$ cat src/rtl/tetris_line_clear.sv
// rtl/tetris_line_clear.sv - Full-row removal and field compaction after a piece lock
module tetris_line_clear #(
    parameter int ROWS       = 20,
    parameter int COLS       = 10,
    parameter int MAX_REPORT = 4
) (
    input  logic                       clk_i,
    input  logic                       srst_i,
    input  logic                       start_i,
    input  logic [ROWS-1:0][COLS-1:0]  field_i,
    output logic                       busy_o,
    output logic                       done_o,
    output logic [ROWS-1:0][COLS-1:0]  field_o,
    output logic [ROWS-1:0]            clear_mask_o,
    output logic [2:0]                 disappear_lines_cnt_o,
    output logic                       update_stat_en_o
);

    localparam int CW = $clog2(ROWS + 1);
    localparam int RW = (ROWS > 1) ? $clog2(ROWS) : 1;

    typedef enum logic [1:0] {IDLE, SCAN, DONE} state_t;

    state_t                      state;
    logic [ROWS-1:0][COLS-1:0]   src_buf;
    logic [ROWS-1:0][COLS-1:0]   wrk_buf;
    logic [ROWS-1:0][COLS-1:0]   wrk_next;
    logic [ROWS-1:0]             mask;
    logic [ROWS-1:0]             mask_next;
    logic [CW-1:0]               cnt;
    logic [CW-1:0]               cnt_next;
    logic [CW-1:0]               wr_row;
    logic [CW-1:0]               wr_next;
    logic [RW-1:0]               rd_row;
    logic [COLS-1:0]             row;
    logic                        row_full;
    logic [2:0]                  cnt_rep;

    assign row      = src_buf[rd_row];
    assign row_full = &row;

    // Effect of the current scan step: full rows are dropped and counted, others are packed downward
    always_comb begin
        wrk_next  = wrk_buf;
        mask_next = mask;
        cnt_next  = cnt;
        wr_next   = wr_row;
        if (row_full) begin
            mask_next[rd_row] = 1'b1;
            cnt_next          = cnt + CW'(1);
        end else begin
            wrk_next[wr_row[RW-1:0]] = row;
            wr_next                  = wr_row + CW'(1);
        end
    end

    // Reported line count saturates; the removal itself does not
    always_comb begin
        cnt_rep = 3'(cnt_next);
        if (cnt_next > CW'(MAX_REPORT)) begin
            cnt_rep = 3'(MAX_REPORT);
        end
    end

    // Control FSM; results are registered on entry to DONE so they line up with the strobes
    always_ff @(posedge clk_i) begin
        if (srst_i) begin
            state                 <= IDLE;
            src_buf               <= '0;
            wrk_buf               <= '0;
            mask                  <= '0;
            cnt                   <= '0;
            wr_row                <= '0;
            rd_row                <= '0;
            busy_o                <= 1'b0;
            done_o                <= 1'b0;
            update_stat_en_o      <= 1'b0;
            field_o               <= '0;
            clear_mask_o          <= '0;
            disappear_lines_cnt_o <= '0;
        end else begin
            case (state)
                IDLE: begin
                    done_o           <= 1'b0;
                    update_stat_en_o <= 1'b0;
                    if (start_i) begin
                        src_buf <= field_i;
                        wrk_buf <= '0;
                        mask    <= '0;
                        cnt     <= '0;
                        wr_row  <= '0;
                        rd_row  <= '0;
                        busy_o  <= 1'b1;
                        state   <= SCAN;
                    end
                end
                SCAN: begin
                    wrk_buf <= wrk_next;
                    mask    <= mask_next;
                    cnt     <= cnt_next;
                    wr_row  <= wr_next;
                    if (rd_row == RW'(ROWS - 1)) begin
                        field_o               <= wrk_next;
                        clear_mask_o          <= mask_next;
                        disappear_lines_cnt_o <= cnt_rep;
                        done_o                <= 1'b1;
                        update_stat_en_o      <= 1'b1;
                        state                 <= DONE;
                    end else begin
                        rd_row <= rd_row + RW'(1);
                    end
                end
                DONE: begin
                    done_o           <= 1'b0;
                    update_stat_en_o <= 1'b0;
                    busy_o           <= 1'b0;
                    state            <= IDLE;
                end
                default: begin
                    state <= IDLE;
                end
            endcase
        end
    end

endmodule

$ cat config.mk
export PLATFORM = sky130hd
export DESIGN_NAME = tetris_line_clear
export DESIGN_NICKNAME = d
export VERILOG_FILES = /design/src/rtl/tetris_line_clear.sv
export SDC_FILE = /design/constraint.sdc
export NUM_CORES = 1
export LEC_CHECK = 0
export ABC_CLOCK_PERIOD_IN_PS = 4980
export BUFFER_PORTS_ARGS = -buffer_cell sky130_fd_sc_hd__clkbuf_2
export CORE_ASPECT_RATIO = 0.75
export CORE_UTILIZATION = 52
export DETAILED_ROUTE_END_ITERATION = 6
export HOLD_SLACK_MARGIN = 0.02
export PLACE_DENSITY = 0.81
export RECOVER_POWER = 25
export SLEW_MARGIN = 20
export SYNTH_ARGS = -nofsm -noshare
export SYNTH_HDL_FRONTEND = slang
export SYNTH_SLANG_ARGS = --single-unit
$ cat constraint.sdc
create_clock -name clk_i -period 4.98 [get_ports clk_i]
set_input_delay 0.249 -clock clk_i [delete_from_list [all_inputs] [get_ports clk_i]]
set_output_delay 0.249 -clock clk_i [all_outputs]
set_load 0.05 [all_outputs]
# After elaboration in Yosys (flattened, before gate mapping)
# Index checks and enable logic that the tools add are counted.
# totals
regBits,662
n_memories,0
latchBits,0
output_inout_bits,226
elab_cells,129
mem_bits_ro,0
ramBits,0
# classes
n_eq_ne,7
n_reduce_logical,16
mux,28
n_lt_le_gt_ge,5
n_mul,0
bitwise_logic,1
div_mod_pow,0
shift,0
addsub,3
# ops
op,n
$mux 200,2
$pmux 200 s2,1
$bwmux 200,1
$bmux 10 s5,1
$demux 10 s5,1
$mux 20,2
$pmux 20 s2,1
$pmux 5 s2,3
$mux 10,2
$mux 5,4
$or 20x20->20,1
$add 5x1->5 const B,3
$lt 5x6->1 const B,2
$reduce_and 2->1,6
$ge 5x1->1 const B,2
$reduce_and 10->1,1
$ne 2x2->1 const B,4
$reduce_and 3->1,2
$reduce_bool 2->1,3
$demux 1 s5,1
$eq 5x5->1 const B,1
$gt 5x3->1 const B,1
$mux 2,2
$pmux 1 s2,2
8 further kinds,11

# Longest topological paths before layout
# logic_depth
ltp_word,7
depth_mapped,15
mapped_depth_nobuf,8

# Worst setup path before layout
# OpenSTA, ideal clock, no wires.
# synth_path
kind,reg-to-reg
startpoint,register rd_row[0]
endpoint,register disappear_lines_cnt_o[2]
setup_slack_ns,2.104
setup_ns,0.120
period_less_slack_ns,2.876
n_path_buf,5
arrival_ns,2.757
path_stages_with_launch,14
cell_sequence,dfxtp_1 > buf_6 > buf_6 > nor2_1 > a22o_1 > o31a_1 > a221o_1 > and4b_1 > buf_4 > buf_6 > buf_6 > nand3_1 > xnor2_1 > o31a_1
# synth_between
elab_chain_cells,6
elab_cells_between_ends,8
# synth_lines
item,line,rtl
from (decl),34,logic [RW-1:0] rd_row;
from (signal assigned),110,rd_row <= rd_row + RW'(1);
$bmux 10 s5,39,assign row = src_buf[rd_row];
$mux 10 (not written as such),39,
$reduce_and 10->1,40,assign row_full = &row;
$mux 5,48,if (row_full) begin
$gt 5x3->1,60,if (cnt_next > CW'(MAX_REPORT)) begin
$mux 3,60,
to (signal assigned),105,disappear_lines_cnt_o <= cnt_rep;
to (decl),15,"output logic [2:0] disappear_lines_cnt_o,"
# Parallel ways exist; a longest one is shown, timed or not. The select of a mux whose other input is x is not followed.
# A chain may end at the register's enable or synchronous reset.

# Worst setup path in the final report
# layout_path
startpoint,register rd_row[0]
endpoint,register wrk_buf[154] (netlist name)
# layout_between
elab_chain_cells,5
elab_cells_between_ends,6
# layout_lines
item,line,rtl
$bmux 10 s5 *,39,
$mux 10 (not written as such) *,39,
$reduce_and 10->1 / $bwmux 200 (equally long branches),"40, 52",
$mux 200 *,48,
$pmux 200 s2 *,82,case (state)
to (signal assigned),98,wrk_buf <= wrk_next;
to (decl),26,logic [ROWS-1:0][COLS-1:0] wrk_buf;
# Mark *: on every way between the ends. The rest lies on a longest branch, timed or not. The select of a mux whose other input is x is not followed.

==> metrics.md <==
| Metric | Value |
|---|---|
| Yosys reg bits | `662` |
| Min Tclk post-route | `4.736 ns` |
| # fillers | `3892` |
| Actual slew at the worst max-slew pin | `between 1 and 1.5 ns` |
| RSZ-0062 raised after global routing | `false` |
| Number of flops mapped to enable cells by yosys | `0` |
| Chip Width | `261.8 um` |
| Global Route Usage Sum | `37.87%` |
| CTS root buffer | `clkbuf_16` |
| Most frequent CP cell | `nand2_1` |
| WL/cell | `23.48 um` |
| Finish-stage setup viols | `0` |
| Total grt overflow | `0` |
| Max Cap Viol | `0` |
| Crit path launch | `rd_row[0]$_SDFFE_PP0P_` |
| Fraction of layout cells with a size suffix above 1 | `12.53%` |
| Final wirelength | `97650 um` |
| Worst-path maximum fanout | `28` |
| Fin area | `32340 um^2` |
| CTS sink count | `662` |
| Synth async-reset ratio | `0%` |
| # rows | `70` |
| Setup bufs post-CTS | `0` |
| DRC errors left | `11` |
| Syn. warnings | `0` |
| Reg-to-reg setup timing slack | `around 0.24 ns` |
| Cts bufs inserted | `59` |
| Synthesis-to-layout area growth | `22.91%` |
| Syn_nets | `3186` |
| Start of the worst register-to-register path | `rd_row[0]$_SDFFE_PP0P_` |
| Routability cong. | `roughly 0.92` |
| Outcome | `finished with violations` |
| Final ANT Viol Nets | `0` |
| CP max stage cell | `dfxtp_2` |
| Ports | `429` |
| Cells along the critical path | `buf_4 -> mux4_2 -> mux2_2 -> nand2_1 -> a221o_1 -> and4b_2 -> a21oi_1 -> nand2_1 -> mux2i_1` |
| DP Area | `28630 um^2` |
| First-pass DRT Iterations | `7` |
| Fin Clk Skew | `0.03071 ns` |
| H-tree depth | `2` |
| Final design utilization | `approximately two thirds` |
| Final nets | `3666` |
| Hold Vio Cnt, Final | `0` |
| Min-Delay Path Class | `input port to flip-flop` |
| Syn Inst Count | `~3000` |
| Initial core utilization | `roughly 53%` |
| Port Buf Inserts | `about 430` |
| First-pass GRT wire length | `147800 um` |
| Maximum number of pins on one net before global-route repair | `205` |
| Leakage | `approximately 12 nW` |
| Sequential area share after synthesis | `50.36%` |
| Synth unique cells | `60` |
| Initial antenna violation count | `12` |
| Die H | `between 150 and 200 um` |
| Die ar. | `51520 um^2` |
| Crit path to | `wrk_buf[154]$_SDFFE_PP0P_` |
| Crit path kind | `flip-flop to flip-flop` |
| Dominant cell type by area after synthesis | `dfxtp_1` |
| Count leader, synth | `nand2_1` |
| Via density | `approximately 6.2` |
| Via count | `25948` |
| Total power | `0.01111 W` |
| Top cells by area, synth | `dfxtp_1 (50%), nand2_1 (12%), a21oi_1 (8.0%)` |
| Dpl hpwl | `55920 um` |
| Pwr Density | `between 300 and 400 nW/um^2` |
| Netlist Area Pre-Place | `26310 um^2` |
| Worst path required time | `5.46 ns` |
| Skew-Pair Late Insertion Delay | `0.64 ns` |
| R2r worst-path depth | `9` |
| Core ar. | `between 40000 and 50000 um^2` |
| Reg clk slew, reported paths | `0.06 ns` |
| Tcrit/Tclk final | `95.11%` |
| Vias in the first global route | `24453` |
| DRT iter0 DRCs | `3551` |
| R2r endpoint | `wrk_buf[154]$_SDFFE_PP0P_` |
| Relative slew slack | `a little over a quarter` |
| Failing checks | `design-rule violations` |
| Max VDD drop | `0.2999 mV` |
| Max frequency | `211.1 MHz` |
| CP max stage delay | `a little under 1 ns` |
| Worst EP arrival | `around 5.2 ns` |
| Setup TNS Final | `0 ns` |
| Clk buf depth | `3` |
| Top-area cell type share of the netlist area | `between 50% and 60%` |
| List of most frequent post-synthesis cells | `nand2_1 (815), dfxtp_1 (662), a21oi_1 (422), clkbuf_1 (188), mux2i_1 (141)` |
| Crit path launch type | `flip-flop` |
| CTS tree | `yes` |
| Post-synth top flop | `dfxtp_1` |
| Pins over their slew limit | `0` |
| Hold path start | `srst_i` |
| Avg Cell Area, Syn | `8.848 um^2` |
| CP endpoint kind | `flip-flop` |
-- placed cells by master, fill, tap and decap left out, drive strengths merged, types with 7 or more instances in the layout --
cell type    synthesis  final
dfxtp              662    662
mux2i              141    141
dlygate4sd3          0    201
buf                 76     55
inv                  8     12
diode                0     14
a31oi               20     20
a21oi              447    447
nand3               10     10
a22o               102    102
clkinv               2     15
o21ai               66     66
mux4                32     32
and2                15     15
a311oi               7      7
a22oi               10     10
nor3                44     44
clkbuf             188    507
nand2b              18     18
ha                   9      9
nor2                89     89
nand2              815    815
and3                11     11
o221ai             140    140
-- worst min-delay path by stage --
stage	end	slack, ns	cells after the start
after global placement	field_o[144]$_SDFFE_PP0P_	0.43	2
after global routing	field_o[187]$_SDFFE_PP0P_	0.18	2
after detailed placement	field_o[75]$_SDFFE_PP0P_	0.43	2
after CTS	field_o[178]$_SDFFE_PP0P_	0.15	2
final	field_o[172]$_SDFFE_PP0P_	0.14	2
after floorplan	src_buf[0]$_SDFFE_PP0P_	0.38	2
-- layout make-up --
class | instances | area, um^2 | area share, %
multi-input combinational | 2038 | 11920 | 36.86
timing repair buffer | 683 | 4363 | 13.49
tap | 648 | 810.8 | 2.507
clock buffer | 80 | 1657 | 5.122
clock inverter | 23 | 261.5 | 0.8085
sequential | 662 | 13260 | 40.99
inverter | 10 | 37.54 | 0.1161
antenna | 14 | 35.03 | 0.1083
-- flip-flops by register name, summed over array words and instances, names as in the netlist, 5 cells and up --
register	count
rd_row	5
field_o	200
mask	20
clear_mask_o	20
wr_row	5
cnt	5
src_buf	200
wrk_buf	200
-- kinds of logic after synthesis --
kind of cell	share of synthesized area [%]
DFF	50.36
xor gates and xnor gates	0.2330
and+or+nand+nor	15.62
muxes	8.316
buffers and inverters	4.627
adders and majority gates	0.4279
AOI/OAI and AO/OA	20.42
-- power breakdown --
part	switching, W	internal, W	total (W)
clock	0.00209	0.00259	0.00467
combinational	0.000608	0.000339	0.000947
sequential	0.0000901	0.00540	0.00549
total	0.00279	0.00832	0.0111
-- stage by stage --
step           std cells  setup WS, ns  hold WS [ns]
2_1_floorplan       2974         2.104        0.3850
3_3_place_gp        3839        0.5489        0.4334
3_5_place_dp        3839        0.4697        0.4320
4_1_cts             4143        0.3816        0.1465
5_1_grt             4150       0.01337        0.1764
6_report            4158        0.2437        0.1447
-- routing by layer --
layer / global-route usage, % / wire length [um] / up-vias
li1: - / - / 11377
met1: 49.13 / 37740 / 12112
met2: 54.47 / 41710 / 1933
met3: 13.52 / 12040 / 524
met4: 20.69 / 6117 / 2
met5: 1.533 / 33 / -
-- critical path: cells and delay by family (launching register included) --
| family | cells | cell delay [ns] |
|---|---|---|
| simple gates | 3 | 1.16 |
| mux | 3 | 1.08 |
| compound gates | 2 | 1.03 |
| flops | 1 | 0.97 |
| buf+inv | 1 | 0.34 |
-- timing repair --
action | 4_1_cts | 5_1_grt
hold endpoints to repair | 201 | 0
gates resized for setup | 0 | 0
hold buffers | 201 | 0
Power figures use the tool's default switching activity.
